### config.mk
export PLATFORM = sky130hd
export DESIGN_NAME = serial_sub_arbiter
export DESIGN_NICKNAME = d
export VERILOG_FILES = /design/src/rtl/serial_sub_arbiter.sv
export SDC_FILE = /design/constraint.sdc
export NUM_CORES = 1
export LEC_CHECK = 0
export ABC_CLOCK_PERIOD_IN_PS = 1500
export CAP_MARGIN = 20
export CORE_AREA = 2 2 72 74
export DETAILED_ROUTE_END_ITERATION = 7
export DIE_AREA = 0 0 74 76
export GPL_TIMING_DRIVEN = 0
export PLACE_DENSITY = 0.73
export SLEW_MARGIN = 15
export SYNTH_ARGS = -nofsm -noshare
export SYNTH_HDL_FRONTEND = slang
export SYNTH_SLANG_ARGS = --single-unit
export TNS_END_PERCENT = 100
### constraint.sdc
create_clock -name clk -period 1.5 [get_ports clk]
set_input_delay 0.3 -clock clk [delete_from_list [all_inputs] [get_ports clk]]
set_output_delay 0.3 -clock clk [all_outputs]
set_load 0.02 [all_outputs]
### src/rtl/serial_sub_arbiter.sv
// Two-requester round-robin arbiter in front of a bit-serial subtractor.
// The winner's operands are shifted LSB first through a one-bit borrow chain.
module serial_sub_arbiter #(
   parameter int WIDTH = 8
) (
   input  logic             clk,
   input  logic             rst_n,
   input  logic             req0,
   input  logic             req1,
   input  logic [WIDTH-1:0] a0,
   input  logic [WIDTH-1:0] b0,
   input  logic [WIDTH-1:0] a1,
   input  logic [WIDTH-1:0] b1,
   output logic             gnt0,
   output logic             gnt1,
   output logic             busy,
   output logic             done,
   output logic [WIDTH-1:0] diff,
   output logic             borrow_out,
   output logic             done_id
);

   localparam int CW = $clog2(WIDTH);
   localparam logic [CW-1:0] CNT_LAST = CW'(WIDTH - 1);

   typedef enum logic [1:0] {IDLE, GRANT, SHIFT, DONE} state_t;

   state_t           state;
   logic [WIDTH-1:0] a_sr;
   logic [WIDTH-1:0] b_sr;
   logic [WIDTH-1:0] res_sr;
   logic [CW-1:0]    cnt;
   logic             borrow_ff;
   logic             last_served;
   logic             cur_id;

   logic pick1;
   logic d_bit;
   logic bout;

   // Requester 1 wins when alone, or on a tie when requester 0 was served last.
   assign pick1 = req1 & (~req0 | ~last_served);

   assign d_bit = a_sr[0] ^ b_sr[0] ^ borrow_ff;
   assign bout  = (~a_sr[0] & b_sr[0]) | (~(a_sr[0] ^ b_sr[0]) & borrow_ff);

   always_ff @(posedge clk or negedge rst_n) begin
      if (!rst_n) begin
         state       <= IDLE;
         a_sr        <= '0;
         b_sr        <= '0;
         res_sr      <= '0;
         cnt         <= '0;
         borrow_ff   <= 1'b0;
         last_served <= 1'b1;
         cur_id      <= 1'b0;
         gnt0        <= 1'b0;
         gnt1        <= 1'b0;
         busy        <= 1'b0;
         done        <= 1'b0;
         diff        <= '0;
         borrow_out  <= 1'b0;
         done_id     <= 1'b0;
      end else begin
         gnt0 <= 1'b0;
         gnt1 <= 1'b0;
         done <= 1'b0;
         case (state)
            IDLE: begin
               if (req0 | req1) begin
                  a_sr        <= pick1 ? a1 : a0;
                  b_sr        <= pick1 ? b1 : b0;
                  cur_id      <= pick1;
                  last_served <= pick1;
                  gnt0        <= ~pick1;
                  gnt1        <= pick1;
                  borrow_ff   <= 1'b0;
                  cnt         <= '0;
                  busy        <= 1'b1;
                  state       <= GRANT;
               end
            end
            GRANT: begin
               state <= SHIFT;
            end
            SHIFT: begin
               a_sr      <= a_sr >> 1;
               b_sr      <= b_sr >> 1;
               res_sr    <= {d_bit, res_sr[WIDTH-1:1]};
               borrow_ff <= bout;
               cnt       <= cnt + 1'b1;
               // The final bit goes straight into diff so the result lands on DONE entry.
               if (cnt == CNT_LAST) begin
                  cnt        <= '0;
                  diff       <= {d_bit, res_sr[WIDTH-1:1]};
                  borrow_out <= bout;
                  done_id    <= cur_id;
                  done       <= 1'b1;
                  state      <= DONE;
               end
            end
            DONE: begin
               busy  <= 1'b0;
               state <= IDLE;
            end
            default: begin
               busy  <= 1'b0;
               state <= IDLE;
            end
         endcase
      end
   end

endmodule

# Yosys cells after proc, flatten, opt, wreduce, memory -nomap -nowiden
# Cells that the tools add are included.
[totals]
reg_bits = 46
input_bits = 36
out_inout_bits = 14
elab_cells = 65
[classes]
addsub = 1
n_eq_ne = 6
mux = 22
bitwise = 13
n_reduce_logical = 8
[ops]
columns = ["operator", "n"]
rows = [
  ["two-way mux 8 bit", 4],
  ["one-hot mux 8 bit (2 select lines)", 2],
  ["AND reduction 2 bit", 5],
  ["two-way mux 1 bit", 8],
  ["one-hot mux 2 bit (4 select lines)", 1],
  ["two-way mux 3 bit", 2],
  ["one-hot mux 3 bit (2 select lines)", 1],
  ["NOT 1 bit", 5],
  ["== test 2 bit, second input constant", 2],
  ["two-way mux 2 bit", 2],
  ["!= test 2 bit, second input constant", 2],
  ["one-hot mux 1 bit (2 select lines)", 2],
  ["nonzero test 2 bit", 2],
  ["adder 3 x 1 -> 3 bit, second input constant", 1],
  ["AND 1 bit", 3],
  ["== test 3 bit, second input constant", 1],
  ["OR 1 bit", 3],
  ["== test 2 x 1 -> 1 bit, second input constant", 1],
  ["logical NOT 2 bit", 1],
  ["bitwise XOR 1 bit", 2],
]

# Longest topological paths before layout
[logic_depth]
depth_word = 6
ltp_mapped = 7
ltp_nobuf = 5

# Worst setup path after synthesis
# OpenSTA, ideal clock, no wires.
[synth_timing]
path_type = "flip-flop to flip-flop"
start = "register state[0]"
end = "register borrow_ff"
setup_ns = 0.121
arrival_time_ns = 1.493
t_required_ns = 1.379
path_slack_ns = -0.114
path_stages_with_launch = 7
path_buffers = 1
synth_period_minus_slack_ns = 1.614
cell_sequence = "dfrtp_1 > inv_1 > ha_1 > nor3b_2 > or2_2 > clkbuf_2 > a22o_1"
[synth_between]
elab_chain_len = 3
word_cells_on_any_way = 6
classes_between = "eq/ne: 2; mux: 1; reduce/logical: 3"
[synth_lines]
columns = ["element", "line", "source"]
rows = [
  ["from (decl)", "28", "state_t state;"],
  ["from (signal assigned)", "49", "state <= IDLE;"],
  ["from (signal assigned)", "80", "state <= GRANT;"],
  ["from (signal assigned)", "84", "state <= SHIFT;"],
  ["== test 2 bit or logical NOT 2 bit (tied branches)", "68", "case (state)"],
  ["nonzero test 2 bit (no line) or != test 2 bit (tied branches)", "--", ""],
  ["AND reduction 2 bit (no line)", "--", ""],
  ["to (signal assigned)", "90", "borrow_ff <= bout;"],
  ["to (decl)", "33", "logic borrow_ff;"],
]
# Several ways; a longest one is shown, not always the timed one.
# A chain may end at the register's enable or synchronous reset.

# Worst setup path in the final report
[layout_timing]
start = "register state[0]"
end = "register cnt[1]"
[layout_between]
elab_chain_len = 3
word_cells_on_any_way = 6
classes_between = "eq/ne: 2; mux: 1; reduce/logical: 3"
[layout_lines]
columns = ["element", "line", "source"]
rows = [
  ["== test 2 bit or logical NOT 2 bit (tied branches)", "68", ""],
  ["nonzero test 2 bit (no line) or != test 2 bit (tied branches)", "--", ""],
  ["AND reduction 2 bit (no line)", "--", ""],
  ["to (signal assigned)", "91", "cnt <= cnt + 1'b1;"],
  ["to (decl)", "32", "logic [CW-1:0] cnt;"],
]
# Several ways; a longest one is shown, not always the timed one.

==> flow_summary_export.csv <==
group,metric,value,unit
logic_synthesis,yosysTopAreaCellShare,0.515,
timing,finalSetupViolCount,4,
floorplan,die_y,76,µm
cells_and_area,area_delta_synth_final,41.6,%
global_route,grt_pass1_wl,7.64,mm
timing,finalMaxSlewViolations,0,
critical_path,critPathMaxFanout,7,
floorplan,die_w,74,µm
cells_and_area,nFillCells,395,
detailed_routing,drtIter0Drc,113,
floorplan,io_pins,50,
global_route,grt_max_degree,31,
global_route,antenna_found_initial,0,
critical_path,crit_type,"register to register",
critical_path,cp_cell_sequence,"inv_2 > ha_4 > nor3b_4 > buf_6 > or2_4 > a22o_1",
clock_network,cts_buffers,5,
clock_network,insertion_delay,300,ps
placed_design,port_buffers,49,
clock_network,cts-root-buf,"clkbuf_8",
timing,post-route-min-period,1520,ps
logic_synthesis,synth_area_leaders,"dfrtp_1 (52%), mux2_2 (9.0%), mux2i_1 (7.5%)",
logic_synthesis,syn-num-nets,222,
pwr,p_leak,0.00143,µW
detailed_routing,drc,0,
logic_synthesis,netlist_area,0.00214,mm²
timing,fmaxAchievable,658,MHz
logic_synthesis,synth_cell_types,28,
clock_network,tritoncts,"done",
pwr,irDropWorstVdd,0.000931,V
detailed_routing,wire_per_inst,14.5,µm
cells_and_area,fin_cells,317,
detailed_routing,drtPass1Iterations,5,
cells_and_area,layout_common_cells,"dfrtp_1 (44), clkdlybuf4s50_1 (32), mux2_2 (16), dlygate4sd2_1 (16), mux2i_1 (15)",
logic_synthesis,syn-instance-count,179,
detailed_routing,via_count,1602,
timing,slew_headroom,0.739,
critical_path,rr_startpoint,"state[0]",
clock_network,clockBufferDepth,2,
timing,worst_slack,-18.9,ps
timing,final.setup_skew,6.52,ps
detailed_routing,routed_wl,4.60,mm
pwr,power.density,1720,mW/mm²
critical_path,cp-end-kind,"register",
floorplan,rows,26,
global_route,grt_pass1_vias,1554,
logic_synthesis,yosys.area.top_type,"dfrtp_1",
placed_design,dp.cells,299,
detailed_routing,drtAntennaViolNets,0,
cells_and_area,num_antenna_cells,0,
floorplan,start_util,0.435,
timing,grt_setup_unrepaired,"yes",
status,violations,"setup timing",
detailed_routing,viasPerCell,5.05,
cells_and_area,final_common_cell,"dfrtp_1",
logic_synthesis,synth-seq-area-share,0.528,
timing,tightest_slew,392,ps
critical_path,path_buf_inv,2,
hold_path,hp-start,"req1",
placed_design,gp_congestion,0.748,
clock_network,cts_sinks,45,
critical_path,slowest_stage,"dfrtp_1",
floorplan,die_area,0.00562,mm²
global_route,gr-usage-all-layers,0.177,
hold_path,hp-class,"primary input to register",
status,status,"complete, but fails checks",
critical_path,slowest_delay,380,ps
job,drv_cap,0,
cells_and_area,drive_above_1_share,0.255,
timing,holdWs,470,ps
logic_synthesis,yosysWarningCount,0,
logic_synthesis,avgSynthCellArea,11.9,µm²
critical_path,arrival,1710,ps
critical_path,worstSetupStartpointType,"register",
global_route,grt_overflow,0,
timing,hold_viol,0,
clock_network,path_clk_slew,90,ps
timing,period_share,1.01,
critical_path,crit_start,"state[0]",
placed_design,dp_slack,-483,ps
logic_synthesis,ys_ff_latch,45,
floorplan,core_area,0.00491,mm²
cells_and_area,finish.utilization,0.616,
cells_and_area,num-nets-final,289,
critical_path,path_delay_family,"simple AND/OR/NAND/NOR gates",
clock_network,h-tree-depth,2,
critical_path,crit_required,1690,ps
placed_design,place_hpwl,3.18,mm
## per-layer routing
metal  up-vias  GRT usage  wire length [µm]
li1        775          -                 -
met1       795      0.244              2100
met2        27      0.275              2260
met3         5     0.0437               175
met4         0     0.0545                67
met5         -          0                 0
## synth_stat cells
cell type  number
buf_1           1
nor3b_2         1
or2_2           1
nand2_1         5
a21oi_1         3
clkbuf_1        4
buf_6           1
o21ai_1         1
nor2_1          4
ha_1            6
a21bo_1         1
or2_1           1
mux2i_1        16
o32a_1          1
buf_4           1
fa_1            1
inv_1          10
nand3b_1       14
a22o_1          4
nor2b_1         1
o211ai_1       14
clkbuf_2        2
dfrtp_1        44
o2bb2ai_1       2
o21ai_0        18
mux2_2         17
dfstp_2         1
buf_2           4
## worst register-to-register path: stages, from the launching register on
cell and delay (ps):
dfrtp_1 380, inv_2 80, ha_4 180, nor3b_4 150, buf_6 150, or2_4 270, a22o_1 210
## worst paths after layout
check / endpoint / slack, ps / depth (start not counted)
setup / recovery: cnt[1] / -20 / 6
hold / removal: last_served / 470 / 3
setup reg to reg: cnt[1] / -20 / 6
hold reg to reg: borrow_out / 480 / 2
max in group asynchronous: b_sr[0] / 530 / 3
min in group asynchronous: state[1] / 480 / 2
## per-stage QoR
| step | total power, µW | setup TNS [ps] | cell area, µm² |
|---|---|---|---|
| 6_report | 5210 | -50.7 | 3030 |
| 5_1_grt | 5580 | -797 | 3030 |
| 4_1_cts | 5060 | -529 | 2980 |
| 3_5_place_dp | 4190 | -9490 | 2780 |
| 3_3_place_gp | 4110 | -58210 | 2770 |
| 2_1_floorplan | 3480 | 0 | 2190 |
## area by class of cell
cell class	instances	area (µm²)	area share
Clock inverter	2	16.3	0.00537
Multi-Input combinational cell	111	993	0.328
Clock buffer	6	72.6	0.0240
Sequential cell	45	1130	0.372
Timing Repair Buffer	64	601	0.198
Inverter	10	37.5	0.0124
Tap cell	70	87.6	0.0289
Buffer	9	91.3	0.0302
## registers in the layout, indices dropped and copies added (netlist names), 2 cells and up
name    flops
a_sr        8
b_sr        8
diff        8
res_sr      7
cnt         3
state       2
## power by group
part	switching, µW	internal (µW)	total, µW
Sequential	264	1700	1960
Combinational	1200	1310	2500
Clock	416	332	748
## cells by family after synthesis
kind of cell	synth area share
AO/OA/AOI/OAI	0.135
adder cells (fa/ha/maj)	0.0445
buffers and inverters	0.0492
flip-flops	0.528
multiplexers	0.165
AND/OR/NAND/NOR	0.0796
## repair_timing
item / in CTS / in global routing
pin swaps: 7 / 6
hold buffers: 1 / 0
cloned: 2 / 1
hold endpoints to repair: 14 / 0
gates resized for setup: 38 / 21
endpoints found under the setup margin: 49 / 35
buffers inserted: 9 / 2
No activity file was read; power rests on OpenSTA's default activity.
